## config.mk

```make
export PLATFORM = sky130hd
export DESIGN_NAME = pacman_dir_ctrl
export DESIGN_NICKNAME = d
export VERILOG_FILES = /design/src/rtl/pacman_pkg.sv /design/src/rtl/pacman_dir_ctrl_button_debounce.sv /design/src/rtl/pacman_dir_ctrl.sv
export SDC_FILE = /design/constraint.sdc
export NUM_CORES = 1
export LEC_CHECK = 0
export ABC_AREA = 1
export CAP_MARGIN = 20
export CORE_MARGIN = 4
export CORE_UTILIZATION = 32
export DETAILED_ROUTE_END_ITERATION = 8
export PLACE_DENSITY = 0.53
export SLEW_MARGIN = 40
export SYNTH_ARGS = -nofsm -noshare
export SYNTH_HDL_FRONTEND = slang
export SYNTH_SLANG_ARGS = --single-unit
```

## constraint.sdc

```tcl
create_clock -name clk -period 12.7 [get_ports clk]
set_input_delay 1.905 -clock clk [delete_from_list [all_inputs] [get_ports clk]]
set_output_delay 1.905 -clock clk [all_outputs]
set_load 0.05 [all_outputs]
```

## src/rtl/pacman_pkg.sv

```systemverilog
// -----------------------------------------------------------------------------
// pacman_pkg
// Shared encodings for the Pac-Man direction input stage.
//   dir_e        : 2-bit heading encoding (U=0, D=1, L=2, R=3)
//   state_e      : direction-controller FSM states (IDLE=0, MOVE=1, STALL=2)
//   OH_*         : one-hot output patterns, bit order {right, left, down, up}
//   dir_to_onehot: converts a heading to its one-hot output pattern
// -----------------------------------------------------------------------------
package pacman_pkg;

    typedef enum logic [1:0] {
        DIR_U = 2'd0,
        DIR_D = 2'd1,
        DIR_L = 2'd2,
        DIR_R = 2'd3
    } dir_e;

    typedef enum logic [1:0] {
        ST_IDLE  = 2'd0,
        ST_MOVE  = 2'd1,
        ST_STALL = 2'd2
    } state_e;

    localparam logic [3:0] OH_NONE = 4'b0000;
    localparam logic [3:0] OH_U    = 4'b0001;
    localparam logic [3:0] OH_D    = 4'b0010;
    localparam logic [3:0] OH_L    = 4'b0100;
    localparam logic [3:0] OH_R    = 4'b1000;

    function automatic logic [3:0] dir_to_onehot(input dir_e dir);
        logic [3:0] oh;
        case (dir)
            DIR_U:   oh = OH_U;
            DIR_D:   oh = OH_D;
            DIR_L:   oh = OH_L;
            DIR_R:   oh = OH_R;
            default: oh = OH_NONE;
        endcase
        return oh;
    endfunction

endpackage

```

## src/rtl/pacman_dir_ctrl_button_debounce.sv

```systemverilog
// -----------------------------------------------------------------------------
// button_debounce
// Two-flop synchroniser, stability counter and rising-edge press pulse for one
// raw push button.
//   clk, rst  : master clock, asynchronous active-high reset
//   btn_raw   : raw asynchronous button input
//   press     : one-clk pulse, high in the cycle the debounced level rises
// Parameter DEBOUNCE_CYCLES: clk cycles the synchronised level must differ
// from the debounced level before the debounced level follows it.
// -----------------------------------------------------------------------------
module button_debounce #(
    parameter int DEBOUNCE_CYCLES = 1_000_000
) (
    input  logic clk,
    input  logic rst,
    input  logic btn_raw,
    output logic press
);

    localparam int CNT_W = (DEBOUNCE_CYCLES > 1) ? $clog2(DEBOUNCE_CYCLES) : 1;
    localparam logic [CNT_W-1:0] CNT_LAST = CNT_W'(DEBOUNCE_CYCLES - 1);

    logic             sync1_q, sync1_d;
    logic             sync2_q, sync2_d;
    logic             level_q, level_d;
    logic             press_q, press_d;
    logic [CNT_W-1:0] cnt_q,   cnt_d;

    // Register stage: synchroniser, debounced level, counter and press pulse.
    always_ff @(posedge clk or posedge rst) begin
        if (rst) begin
            sync1_q <= 1'b0;
            sync2_q <= 1'b0;
            level_q <= 1'b0;
            press_q <= 1'b0;
            cnt_q   <= '0;
        end else begin
            sync1_q <= sync1_d;
            sync2_q <= sync2_d;
            level_q <= level_d;
            press_q <= press_d;
            cnt_q   <= cnt_d;
        end
    end

    // The counter only runs while the synchronised input disagrees with the
    // debounced level; any agreement (a glitch ending) restarts it from zero.
    always_comb begin
        sync1_d = btn_raw;
        sync2_d = sync1_q;
        level_d = level_q;
        press_d = 1'b0;
        cnt_d   = '0;
        if (sync2_q != level_q) begin
            if (cnt_q == CNT_LAST) begin
                level_d = sync2_q;
                press_d = sync2_q;
            end else begin
                cnt_d = cnt_q + 1'b1;
            end
        end
    end

    assign press = press_q;

endmodule

```

## src/rtl/pacman_dir_ctrl.sv

```systemverilog
// -----------------------------------------------------------------------------
// pacman_dir_ctrl
// Input stage for the Pac-Man block controller. Debounces the four direction
// buttons, buffers one turn request and commits turns on move ticks when the
// legal-move checker allows them.
//   clk, rst                  : master clock, asynchronous active-high reset
//   btn_u/d/l/r               : raw asynchronous direction buttons
//   legal_u/d/l/r             : legal-move flags, sampled while move_tick is high
//   frame_start               : per-frame pulse, only used as the tick source
//                               when PACMAN_DIR_FRAME_TICK_EN is defined
//   up/down/left/right        : held one-hot heading, all zero unless moving
//   move_tick                 : one-clk movement step strobe
//   pend_valid                : a buffered turn request is waiting
//   state_o                   : FSM state (IDLE=0, MOVE=1, STALL=2)
// Build option: define PACMAN_DIR_FRAME_TICK_EN to take move_tick from
// frame_start (delayed one clk) instead of the internal TICK_DIV divider.
// -----------------------------------------------------------------------------
module pacman_dir_ctrl
    import pacman_pkg::*;
#(
    parameter int DEBOUNCE_CYCLES = 1_000_000,
    parameter int TICK_DIV        = 2_000_000,
    parameter int PEND_TICKS      = 8
) (
    input  logic       clk,
    input  logic       rst,
    input  logic       btn_u,
    input  logic       btn_d,
    input  logic       btn_l,
    input  logic       btn_r,
    input  logic       legal_u,
    input  logic       legal_d,
    input  logic       legal_l,
    input  logic       legal_r,
    input  logic       frame_start,
    output logic       up,
    output logic       down,
    output logic       left,
    output logic       right,
    output logic       move_tick,
    output logic       pend_valid,
    output logic [1:0] state_o
);

    localparam int PEND_W = (PEND_TICKS > 1) ? $clog2(PEND_TICKS) : 1;
    localparam logic [PEND_W-1:0] PEND_LAST = PEND_W'(PEND_TICKS - 1);

    logic [3:0] btn_vec;
    logic [3:0] press_vec;
    logic [3:0] legal_vec;

    logic              press_any;
    dir_e              press_dir;
    logic              pend_hit;
    logic              commit;

    state_e            state_q,      state_d;
    dir_e              cur_q,        cur_d;
    dir_e              pend_dir_q,   pend_dir_d;
    logic              pend_valid_q, pend_valid_d;
    logic [PEND_W-1:0] pend_age_q,   pend_age_d;
    logic [3:0]        dir_oh_q,     dir_oh_d;
    logic              move_tick_q,  move_tick_d;

    // Vectors are indexed by dir_e so legal_vec[dir] picks the matching flag.
    assign btn_vec   = {btn_r, btn_l, btn_d, btn_u};
    assign legal_vec = {legal_r, legal_l, legal_d, legal_u};

    for (genvar i = 0; i < 4; i++) begin : g_db
        button_debounce #(
            .DEBOUNCE_CYCLES(DEBOUNCE_CYCLES)
        ) u_db (
            .clk     (clk),
            .rst     (rst),
            .btn_raw (btn_vec[i]),
            .press   (press_vec[i])
        );
    end

`ifdef PACMAN_DIR_FRAME_TICK_EN
    // Movement steps follow the VGA frame rate, one clk behind frame_start.
    always_comb begin
        move_tick_d = frame_start;
    end

    always_ff @(posedge clk or posedge rst) begin
        if (rst) begin
            move_tick_q <= 1'b0;
        end else begin
            move_tick_q <= move_tick_d;
        end
    end
`else
    localparam int TICK_W = (TICK_DIV > 1) ? $clog2(TICK_DIV) : 1;
    localparam logic [TICK_W-1:0] TICK_LAST = TICK_W'(TICK_DIV - 1);

    logic [TICK_W-1:0] tick_cnt_q, tick_cnt_d;
    logic              unused_frame_start;

    assign unused_frame_start = frame_start;

    // Free-running divider; the strobe is registered so it fires in the cycle
    // after the counter wraps.
    always_comb begin
        move_tick_d = (tick_cnt_q == TICK_LAST);
        tick_cnt_d  = move_tick_d ? '0 : tick_cnt_q + 1'b1;
    end

    always_ff @(posedge clk or posedge rst) begin
        if (rst) begin
            tick_cnt_q  <= '0;
            move_tick_q <= 1'b0;
        end else begin
            tick_cnt_q  <= tick_cnt_d;
            move_tick_q <= move_tick_d;
        end
    end
`endif

    // Simultaneous presses resolve U > D > L > R.
    always_comb begin
        press_any = |press_vec;
        if (press_vec[0]) begin
            press_dir = DIR_U;
        end else if (press_vec[1]) begin
            press_dir = DIR_D;
        end else if (press_vec[2]) begin
            press_dir = DIR_L;
        end else begin
            press_dir = DIR_R;
        end
    end

    // State register: FSM state, heading, pending request and output levels.
    always_ff @(posedge clk or posedge rst) begin
        if (rst) begin
            state_q      <= ST_IDLE;
            cur_q        <= DIR_U;
            pend_dir_q   <= DIR_U;
            pend_valid_q <= 1'b0;
            pend_age_q   <= '0;
            dir_oh_q     <= OH_NONE;
        end else begin
            state_q      <= state_d;
            cur_q        <= cur_d;
            pend_dir_q   <= pend_dir_d;
            pend_valid_q <= pend_valid_d;
            pend_age_q   <= pend_age_d;
            dir_oh_q     <= dir_oh_d;
        end
    end

    // Next-state logic. Only the pending value registered before the tick is
    // considered, so a press landing on the tick waits for the next one.
    always_comb begin
        state_d  = state_q;
        cur_d    = cur_q;
        commit   = 1'b0;
        pend_hit = pend_valid_q && legal_vec[pend_dir_q];
        if (move_tick_q) begin
            case (state_q)
                ST_IDLE: begin
                    if (pend_hit) begin
                        cur_d   = pend_dir_q;
                        commit  = 1'b1;
                        state_d = ST_MOVE;
                    end
                end
                ST_MOVE: begin
                    if (pend_hit) begin
                        cur_d  = pend_dir_q;
                        commit = 1'b1;
                    end else if (!legal_vec[cur_q]) begin
                        state_d = ST_STALL;
                    end
                end
                ST_STALL: begin
                    if (pend_hit) begin
                        cur_d   = pend_dir_q;
                        commit  = 1'b1;
                        state_d = ST_MOVE;
                    end else if (legal_vec[cur_q]) begin
                        state_d = ST_MOVE;
                    end
                end
                default: begin
                    state_d = ST_IDLE;
                end
            endcase
        end
    end

    // Pending request: a new press always wins; otherwise each tick either
    // consumes the request or ages it until it expires.
    always_comb begin
        pend_dir_d   = pend_dir_q;
        pend_valid_d = pend_valid_q;
        pend_age_d   = pend_age_q;
        if (press_any) begin
            pend_dir_d   = press_dir;
            pend_valid_d = 1'b1;
            pend_age_d   = '0;
        end else if (move_tick_q && pend_valid_q) begin
            if (commit || (pend_age_q == PEND_LAST)) begin
                pend_valid_d = 1'b0;
                pend_age_d   = '0;
            end else begin
                pend_age_d = pend_age_q + 1'b1;
            end
        end
    end

    // Output logic: levels are computed from the next state so the registered
    // heading changes exactly one clk after the committing tick.
    always_comb begin
        dir_oh_d = (state_d == ST_MOVE) ? dir_to_onehot(cur_d) : OH_NONE;
    end

    assign up         = dir_oh_q[0];
    assign down       = dir_oh_q[1];
    assign left       = dir_oh_q[2];
    assign right      = dir_oh_q[3];
    assign move_tick  = move_tick_q;
    assign pend_valid = pend_valid_q;
    assign state_o    = state_q;

endmodule

```

### After elaboration in Yosys (flattened, before gate mapping)

Cells that the tools add are included.

| word-level totals | value |
|---|---|
| word-level logic and storage cells | 111 |
| register bits | 132 |
| bits of input ports | 11 |
| output and inout bits | 8 |

| operators by class | value |
|---|---|
| magnitude comparators | 2 |
| multiplexer cells | 45 |
| equality and inequality tests | 16 |
| add/sub/neg operators | 6 |
| reductions and logical operators | 14 |

Operators by type and width:

| cell | count |
|---|---|
| $mux 20 | 8 |
| $add 20x1->20 const B | 4 |
| $eq 20x20->1 const B | 4 |
| $mux 2 | 11 |
| $add 21x1->21 const B | 1 |
| $eq 21x21->1 const B | 1 |
| $mux 21 | 1 |
| $mux 1 | 17 |
| $pmux 4 s4 | 1 |
| $reduce_and 2->1 | 5 |
| $mux 3 | 3 |
| $eq 2x1->1 const B | 3 |
| $eq 2x2->1 const B | 3 |
| $lt 2x3->1 const B | 2 |
| $pmux 2 s3 | 1 |
| $bmux 1 s2 | 2 |
| $logic_not 2->1 | 2 |
| $mux 4 | 1 |
| $ne 1x1->1 | 4 |
| $reduce_bool 2->1 | 2 |
| $reduce_or 4->1 | 1 |
| $add 3x1->3 const B | 1 |
| $eq 3x3->1 const B | 1 |
| $reduce_or 3->1 | 1 |
| other kinds (2) | 3 |

### Longest topological paths before layout

Gate-level depths: netlist (run 1).

| logic depth | value |
|---|---|
| word-level depth | 10 |
| gate-level depth with buffers | 10 |
| mapped depth without buffers | 10 |

### Cells and area by module

From an unflattened synthesis (run 1), not the netlist that was laid out.

| second synthesis, totals | value |
|---|---|
| cells, all modules | 893 |
| area total of the unflattened synthesis | 7175.6 sq um |

Modules (own cells, without submodules):

| module | sequential area each (sq um) | times used | cells an instance | area an instance (sq um) |
|---|---|---|---|---|
| button_debounce | 600.6 | 4 | 164 | 1321.3 |
| pacman_dir_ctrl | 900.9 | 1 | 237 | 1890.6 |

### Least setup slack after synthesis (run 1)

OpenSTA, ideal clock, no wires.

| timing | value |
|---|---|
| path type | in2reg |
| from | input legal_d |
| to | register pend_valid_q (netlist: pend_valid) |
| data required time | 12.582 ns |
| path buffers | 0 |
| library setup time | 0.118 ns |
| setup slack | 10.032 ns |
| cell stages on the path | 9 |
| arrival | 2.550 ns |
| cell sequence | inv_1 > nand2_1 > nand3_1 > nand2_2 > nand3_2 > nand2_1 > nand2_1 > nand2_1 > nand2_1 |

| between the ends | value |
|---|---|
| cells in the longest elaborated chain, start to end | 9 |

Ends and longest elaborated chain:

| what | line | text |
|---|---|---|
| start: declaration | pacman_dir_ctrl.sv:32 | `input logic legal_d,` |
| $bmux 1 s2 | pacman_dir_ctrl.sv:159 | `pend_hit = pend_valid_q && legal_vec[pend_dir_q];` |
| $mux 1 (not written as such) | pacman_dir_ctrl.sv:159 |  |
| $logic_and 1x1->1 | pacman_dir_ctrl.sv:159 |  |
| $mux 1 | pacman_dir_ctrl.sv:163, pacman_dir_ctrl.sv:170, pacman_dir_ctrl.sv:178 |  |
| $mux 1 | - |  |
| $mux 1 | pacman_dir_ctrl.sv:160 | `if (move_tick_q) begin` |
| $logic_or 1x1->1 | pacman_dir_ctrl.sv:204 | `if (commit \|\| (pend_age_q == PEND_LAST)) begin` |
| $reduce_bool 2->1 (no line) | - |  |
| $reduce_and 2->1 (no line) | - |  |
| end signal: assignment | pacman_dir_ctrl.sv:147 | `pend_valid_q <= pend_valid_d;` |
| end: declaration | pacman_dir_ctrl.sv:60 | `logic pend_valid_q, pend_valid_d;` |

Every way passes these cells. The select of a mux whose other input is x is not followed.
A chain may end at the register's enable or synchronous reset.

### Worst setup path after layout (run 1)

| timing | value |
|---|---|
| from | register pend_valid_q (netlist: pend_valid) |
| to | output pend_valid |

RTL lines:

| what | line | text |
|---|---|---|
| end: declaration | pacman_dir_ctrl.sv:41 | `output logic pend_valid,` |

No word-level cell between the ends.

==> out/qor.yml, run 1 <==
outcome:
  status: "finished clean"
yosys:
  synthFlopType: "dfrtp_1"
  synth_warnings: 0
  synth.ff_latch_count: 132
  syn_avg_cell_area_um2: 7.85
  synth_top_area_share_pct: 48.6
  synth_top_cell_by_area: "dfrtp_1"
  synthTopCellsByArea: "dfrtp_1 49%, nor2_1 9.3%, nand2_1 9.2%, inv_1 7.0%, nand3_1 4.9%"
  syn_area_mm2: 0.00680
  synth_edf_count: 0
  syn-num-nets: 884
  ys_seq_area_share_pct: 48.6
  synthArstFlopShare_pct: 100
  yosysMostFrequentCell: "nor2_1"
  postSynthCellCount: 866
  synthTopCellsByCount: "168 x nor2_1, 167 x nand2_1, 132 x dfrtp_1"
  ys_types: 33
drt:
  dr_total_vias: 5342
  routedWlPerCell_um: 11.8
  drt_iter0_markers: 271
  drc_errors: 0
  drt-total-wl_um: 14000
  drt_pass1_iterations: 4
  vias_per_cell: 4.49
  antenna_left: 0
critical_path:
  crit_chain: "clkdlybuf4s50_1"
  slowest_stage: "clkdlybuf4s50_1"
  endpoint_kind: "primary output"
  cp.required_ns: 10.80
  cp_data_arrival_time_ns: 1.80
  critPathTopFamily: "buffers and inverters"
  cpPeakStageDelay_ns: 0.87
  path_max_fanout: 9
  path_buf_inv: 1
  worstSetupPathType: "reg2out"
  start_kind: "register"
floorplanning:
  die_area_mm2: 0.0236
  fp.dieH_um: 154
  core_mm2: 0.0210
  initial_core_util_pct: 32.4
  io_pins: 19
  core.rowCount: 53
  die_w_um: 154
global_route:
  grt.total_usage_pct: 12.7
  gr-total-overflow: 0
  grt_max_degree: 74
  use_met3_pct: 3.60
  gr-usage-met2_pct: 20.2
  grt_pass1_vias: 5332
  grt_pass1_wl_um: 24900
  busiest_layer: "met2"
  grt_use_met1_pct: 16.9
  grt_antenna_before_repair: 0
placed_design:
  routabilityCongestion: 0.821
  placed_cells: 1158
  hpwl_um: 10100
  port_buffers: 17
  place_area_mm2: 0.00732
final_layout:
  nFillCells: 2208
  nets: 921
  multiInputGateArea_mm2: 0.00299
  ff_latch_area_mm2: 0.00330
  stdcell_count: 1190
  antennaDiodeCount: 0
  syn_to_final_growth_pct: 16.8
  layout-drive-gt1-share_pct: 7.87
  stdcell_area_mm2: 0.00794
clock_network:
  ctsResizeCount: 0
  h-tree-depth: 4
  hold_buffers: 0
  tritoncts: "built"
  clockBufferDepth: 2
  clock_latency_ns: 0.42
  clk_pin_slew_ns: 0.06
  clock-sinks: 132
  cts_root_buf: "clkbuf_16"
  post-cts-setup-buffer-count: 0
  cts-buffers-inserted: 17
timing:
  setup_viol: 0
  fmax_mhz: 270
  hold_violations: 0
  clock_skew_ns: 0.00590
  slew_headroom_pct: 55.2
  min_period_over_period_pct: 29.2
  worstMarginPinSlew_ns: 0.672
  drv_slew: 0
  fin_hold_ws_ns: 0.353
  rsz0062_at_grt: "no"
  min_period_ns: 3.71
  fin_setup_tns_ns: 0
flow_run:
  maxCapViolCount: 0
worst_hold_path:
  hp-class: "reg2reg"
power:
  p_per_area_mw_per_mm2: 120
  ir_worst_vdd_mv: 0.0687
  p_leak_uw: 0.00357
==> sequential cells by signal (all words and copies together) (netlist names) <==
name,cells
pend_age_q,3
g_db.u_db.press,4
g_db.u_db.level_q,4
pend_dir_q,2
pend_valid,1
g_db.u_db.cnt_q,80
g_db.u_db.sync1_q,4
state_o,2
dir_oh_q,4
g_db.u_db.sync2_q,4
tick_cnt_q,21
move_tick,1
cur_q,2
==> metrics by stage <==
stage               total power [uW]  setup WS (ns)  utilization [%]
floorplan                        452           7.27                -
global placement                 462           8.94             34.9
detailed placement               462           8.94             34.9
CTS                              970           8.96             37.8
global route                     993           8.91             37.9
finish                           952           8.99             37.9
==> cell families (layout without fill, tap and decap cells) <==
group                    count (synthesis)  in the layout  synth area share [%]
AND/OR/NAND/NOR                        505            505                  33.4
buffers and inverters                  134            183                  7.40
flip-flops                             132            132                  48.6
AO/OA/AOI/OAI                           44             44                  3.61
XOR/XNOR                                44             44                  5.67
adder cells (fa/ha/maj)                  7              7                  1.29
==> final timing paths <==
check                                                 from                          endpoint  slack (ns)  cells past startpoint
hold reg to reg             g_db[2].u_db.sync1_q$_DFF_PP0_    g_db[2].u_db.sync2_q$_DFF_PP0_        0.35                      0
min in group asynchronous                              rst    g_db[2].u_db.sync1_q$_DFF_PP0_        1.97                      2
setup / recovery                    pend_valid$_DFFE_PP0P_                        pend_valid        8.99                      1
setup reg to reg           g_db[3].u_db.cnt_q[0]$_DFF_PP0_  g_db[3].u_db.cnt_q[14]$_DFF_PP0_       10.98                      8
hold / removal              g_db[2].u_db.sync1_q$_DFF_PP0_    g_db[2].u_db.sync2_q$_DFF_PP0_        0.35                      0
max in group asynchronous                              rst           tick_cnt_q[3]$_DFF_PP0_        9.69                      4
==> final cells by class <==
cell class,count,area share (%)
Tap cell,275,4.33
Multi-Input combinational cell,600,37.7
Clock buffer,19,5.58
Clock inverter,12,1.99
Sequential cell,132,41.6
Timing Repair Buffer,19,2.49
Inverter,133,6.35
==> metal layers <==
metal / part of all wire, % / wire length, um / vias up
li1: - / - / 2813
met1: 50 / 7020 / 2453
met2: 46 / 6430 / 62
met3: 2.9 / 412 / 14
met4: 1.2 / 166 / 0
met5: 0 / 0 / -
==> placed cells by master (no fill, tap or decap), types with 8 or more instances in the layout <==
cell type,netlist,routed
nor2_1,168,168
nand2_1,167,167
dfrtp_1,132,132
inv_1,127,126
nand3_1,67,67
xor2_1,36,36
nand4_1,34,34
nor3_1,29,29
a21oi_1,23,23
clkbuf_16,0,17
clkdlybuf4s50_1,0,17
o21ai_0,12,12
nand2_2,9,9
xnor2_1,8,8
==> power breakdown <==
group          internal [uW]  switching [uW]  total (uW)
clock network            313             185         498
logic                   7.70            18.1        25.8
registers                425            3.05         428
total                    746             206         952
No activity file was read; power rests on OpenSTA's default activity.
==> inputs of run 2 (changes only) <==
--- a/config.mk
+++ b/config.mk
@@ -10,7 +10,7 @@
 export CORE_MARGIN = 4
 export CORE_UTILIZATION = 32
 export DETAILED_ROUTE_END_ITERATION = 8
-export PLACE_DENSITY = 0.53
+export PLACE_DENSITY = 0.55
 export SLEW_MARGIN = 40
 export SYNTH_ARGS = -nofsm -noshare
 export SYNTH_HDL_FRONTEND = slang
==> constraint.sdc (replaced) <==
create_clock -name clk -period 3 [get_ports clk]
set_input_delay 0.45 -clock clk [delete_from_list [all_inputs] [get_ports clk]]
set_output_delay 0.45 -clock clk [all_outputs]
set_load 0.05 [all_outputs]
==> out/qor.yml, run 2 (synthesis results as in run 1) <==
critical_path:
  cp.required_ns: 2.55
  cp-startpoint: "pend_valid$_DFFE_PP0P_"
  start_kind: "register"
  r2r-start: "tick_cnt_q[0]$_DFF_PP0_"
  crit_chain: "clkdlybuf4s50_1"
  critPathTopFamily: "buffers and inverters"
  path_max_fanout: 9
  slowest_stage: "clkdlybuf4s50_1"
  cpPeakStageDelay_ns: 0.88
  path_buf_inv: 1
  worstSetupPathType: "reg2out"
  cp_data_arrival_time_ns: 1.83
  endpoint_kind: "primary output"
worst_hold_path:
  holdCritStartpoint: "g_db[1].u_db.sync1_q$_DFF_PP0_"
  hp-class: "reg2reg"
timing:
  fmax_mhz: 439
  rsz0062_at_grt: "no"
  setup_viol: 0
  drv_slew: 0
  fin_ws_ns: 0.721
  worstMarginPinSlew_ns: 0.569
  clock_skew_ns: 0.00819
  min_period_ns: 2.28
  slew_headroom_pct: 62.0
  fin_setup_tns_ns: 0
  hold_violations: 0
  fin_hold_ws_ns: 0.348
  min_period_over_period_pct: 76.0
clock_network:
  ctsResizeCount: 0
  clockBufferDepth: 2
  clock-sinks: 132
  cts-buffers-inserted: 17
  hold_buffers: 0
  clock_latency_ns: 0.42
  post-cts-setup-buffer-count: 0
  h-tree-depth: 4
  clk_pin_slew_ns: 0.06
  cts_root_buf: "clkbuf_16"
  tritoncts: "built"
global_route:
  grt_use_met1_pct: 16.4
  gr-total-overflow: 0
  busiest_layer: "met2"
  gr-usage-met2_pct: 21.8
  grt_pass1_wl_um: 25300
  grt.total_usage_pct: 12.9
  grt_pass1_vias: 5430
  grt_max_degree: 55
  use_met3_pct: 3.21
  grt_antenna_before_repair: 0
placed_design:
  routabilityCongestion: 0.845
  port_buffers: 17
  hpwl_um: 10200
  placed_cells: 1160
  dp_worst_setup_slack_ns: 1.12
power:
  ir_worst_vdd_mv: 0.332
  p_leak_uw: 0.00357
  p_per_area_mw_per_mm2: 505
final_layout:
  ff_latch_area_mm2: 0.00330
  antennaDiodeCount: 0
  multiInputGateArea_mm2: 0.00299
  top_register: "g_db.u_db.cnt_q"
  layout-drive-gt1-share_pct: 8.18
  largest_reg_flops: 80
  final_common_cell: "nor2_1"
  syn_to_final_growth_pct: 17.1
  final_cell_mix: "168 x nor2_1, 167 x nand2_1, 132 x dfrtp_1"
  nFillCells: 2215
  reg_top3: "g_db.u_db.cnt_q x80, tick_cnt_q x21"
  stdcell_count: 1192
  nets: 922
drt:
  routedWlPerCell_um: 11.8
  dr_total_vias: 5400
  vias_per_cell: 4.53
  drt-total-wl_um: 14100
  drt_pass1_iterations: 5
  drc_errors: 0
  antenna_left: 0
  drt_iter0_markers: 299
floorplanning:
  io_pins: 19
  core.rowCount: 53
  initial_core_util_pct: 32.4
  core_mm2: 0.0210
  die_w_um: 154
  die_area_mm2: 0.0236
  fp.dieH_um: 154
outcome:
  status: "finished clean"
flow_run:
  maxCapViolCount: 0
## run 2: power by group
| part | internal (uW) | switching (uW) |
|---|---|---|
| Clock | 1280 | 818 |
| Combinational | 35.0 | 75.8 |
| Sequential | 1800 | 13.1 |
## run 2: final timing paths
check                                                   end  slack (ns)  cells after the start
hold reg to reg              g_db[1].u_db.sync2_q$_DFF_PP0_        0.35                      0
setup / recovery                                 pend_valid        0.72                      1
hold / removal               g_db[1].u_db.sync2_q$_DFF_PP0_        0.35                      0
max in group asynchronous  g_db[3].u_db.cnt_q[19]$_DFF_PP0_        1.91                      3
min in group asynchronous    g_db[1].u_db.sync1_q$_DFF_PP0_        0.44                      2
setup reg to reg                    tick_cnt_q[1]$_DFF_PP0_        1.30                      6
## run 2: per-stage QoR
step                      cell area, um2  total power (uW)  util (%)
final                               7960              4020      38.0
after floorplan                     6800              1910         -
after detailed placement            7360              1960      35.1
after CTS                           7960              4080      38.0
after global routing                7960              4180      38.0
after global placement              7360              1960      35.1
## run 2: routing by layer
metal / share of wire, % / vias to the layer above
met3: 2.8 / 19
met1: 49 / 2492
li1: - / 2812
met4: 1.3 / 0
met2: 47 / 77
met5: 0 / -
## run 2: final cells by class
class | instances | share of cell area (%)
inverters | 133 | 6.32
clock inverters | 13 | 1.89
multi-input cells | 600 | 37.6
clock buffers | 19 | 5.69
flip-flops and latches | 132 | 41.5
well taps | 275 | 4.32
repair buffers | 20 | 2.73
==> inputs of run 3 (changes only) <==
--- a/config.mk
+++ b/config.mk
@@ -10,7 +10,7 @@
 export CORE_MARGIN = 4
 export CORE_UTILIZATION = 32
 export DETAILED_ROUTE_END_ITERATION = 8
-export PLACE_DENSITY = 0.55
+export PLACE_DENSITY = 0.53
 export SLEW_MARGIN = 40
 export SYNTH_ARGS = -nofsm -noshare
 export SYNTH_HDL_FRONTEND = slang
==> constraint.sdc (replaced) <==
create_clock -name clk -period 2.3 [get_ports clk]
set_input_delay 0.345 -clock clk [delete_from_list [all_inputs] [get_ports clk]]
set_output_delay 0.345 -clock clk [all_outputs]
set_load 0.05 [all_outputs]
==> out/qor.yml, run 3 (synthesis results as in run 1) <==
outcome:
  status: "finished clean"
clock_network:
  clock_latency_ns: 0.42
  clockBufferDepth: 2
  post-cts-setup-buffer-count: 0
  clock-sinks: 132
  cts-buffers-inserted: 17
  cts_root_buf: "clkbuf_16"
  tritoncts: "built"
  hold_buffers: 0
  ctsResizeCount: 0
  clk_pin_slew_ns: 0.06
  h-tree-depth: 4
timing:
  min_period_over_period_pct: 92.6
  fin_setup_tns_ns: 0
  slew_headroom_pct: 65.0
  hold_violations: 0
  drv_slew: 0
  setup_viol: 0
  fmax_mhz: 470
  rsz0062_at_grt: "no"
  fin_hold_ws_ns: 0.350
  clock_skew_ns: 0.00988
  min_period_ns: 2.13
  worstMarginPinSlew_ns: 0.523
drt:
  drt_pass1_iterations: 4
  wl_met3_um: 372
  topRoutingLayerUsed: "met4"
  dr_total_vias: 5392
  drt_iter0_markers: 270
  route.met2.wl_um: 6500
  routedLengthMet1_um: 7130
  routedWlPerCell_um: 11.9
  vias_per_cell: 4.52
  antenna_left: 0
  drt-total-wl_um: 14200
  drc_errors: 0
floorplanning:
  core.rowCount: 53
  fp.dieH_um: 154
  die_w_um: 154
  core_mm2: 0.0210
  io_pins: 19
  initial_core_util_pct: 32.4
  die_area_mm2: 0.0236
critical_path:
  slowest_stage: "clkdlybuf4s50_1"
  path_max_fanout: 9
  crit_chain: "clkdlybuf4s50_1"
  critPathTopFamily: "buffers and inverters"
  endpoint_kind: "primary output"
  path_buf_inv: 1
  cp_data_arrival_time_ns: 1.78
  r2r-start: "g_db[3].u_db.cnt_q[0]$_DFF_PP0_"
  r2r_slack_ns: 0.59
  rr_worst_depth: 8
  cpPeakStageDelay_ns: 0.87
  r2r_end: "g_db[3].u_db.cnt_q[17]$_DFF_PP0_"
  cp.required_ns: 1.96
  start_kind: "register"
  worstSetupPathType: "reg2out"
final_layout:
  nets: 922
  antennaDiodeCount: 0
  stdcell_area_mm2: 0.00797
  top_register: "g_db.u_db.cnt_q"
  final_cell_mix: "168 x nor2_1, 167 x nand2_1, 132 x dfrtp_1"
  reg_top3: "g_db.u_db.cnt_q x80, tick_cnt_q x21"
  final_common_cell: "nor2_1"
  nFillCells: 2183
  syn_to_final_growth_pct: 17.2
  layout-drive-gt1-share_pct: 8.07
  largest_reg_flops: 80
power:
  p_leak_uw: 0.00358
  fin_total_pwr_uw: 5300
  p_per_area_mw_per_mm2: 665
  ir_worst_vdd_mv: 0.386
global_route:
  grt_antenna_before_repair: 0
  grt_pass1_wl_um: 25000
  grt.total_usage_pct: 12.7
  gr-total-overflow: 0
  grt_max_degree: 76
  grt_pass1_vias: 5414
placed_design:
  routabilityCongestion: 0.860
  place_area_mm2: 0.00736
  hpwl_um: 10300
  port_buffers: 17
worst_hold_path:
  hp-class: "reg2reg"
  min_path_cells: 0
  holdCritStartpoint: "g_db[2].u_db.sync1_q$_DFF_PP0_"
  hold_end: "g_db[2].u_db.sync2_q$_DFF_PP0_"
flow_run:
  maxCapViolCount: 0
-- run 3: cell type report --
cell class / instances / area (um2) / share of cell area, %
flip-flops and latches: 132 / 3300 / 41.5
multi-input cells: 600 / 2990 / 37.5
inverters: 133 / 503 / 6.31
clock buffers: 20 / 457 / 5.73
well taps: 275 / 344 / 4.32
repair buffers: 20 / 218 / 2.73
clock inverters: 12 / 153 / 1.92
-- run 3: layer usage --
metal	global-route usage, %	vias to the layer above
li1	-	2824
met2	20.6	54
met4	3.78	0
met3	3.38	21
met1	16.8	2493
met5	0	-
-- run 3: report_power, final --
group	switching [uW]	internal (uW)
sequential	16.7	2350
clock	1030	1760
combinational	99.6	45.7
total	1140	4150
-- run 3: worst register-to-register path, stage by stage (launching register included) --
cell	delay [ns]
dfrtp_1	0.37
ha_1	0.19
nand3_1	0.22
nor3_2	0.25
nand3_1	0.16
nand2_2	0.21
inv_2	0.09
nand2_1	0.07
nor2_1	0.04
-- run 3: per-stage QoR --
stage / utilization [%] / cells / setup slack (ns)
floorplan: - / 866 / 0.318
global placement: 35.1 / 1160 / 0.552
CTS: 38.0 / 1192 / 0.130
global route: 38.0 / 1192 / 0.0799
finish: 38.0 / 1192 / 0.170
detailed placement: 35.1 / 1160 / 0.537
-- run 3: worst max path at each step --
| stage | start | end | slack (ns) | cells past startpoint |
|---|---|---|---|---|
| after floorplan | rst | cur_q[0]$_DFF_PP0_ | 0.32 | 1 |
| after global placement | legal_d | dir_oh_q[0]$_DFF_PP0_ | 0.55 | 9 |
| after detailed placement | legal_u | dir_oh_q[0]$_DFF_PP0_ | 0.54 | 9 |
| after CTS | pend_valid$_DFFE_PP0P_ | pend_valid | 0.13 | 1 |
| after global routing | pend_valid$_DFFE_PP0P_ | pend_valid | 0.08 | 1 |
| final | pend_valid$_DFFE_PP0P_ | pend_valid | 0.17 | 1 |
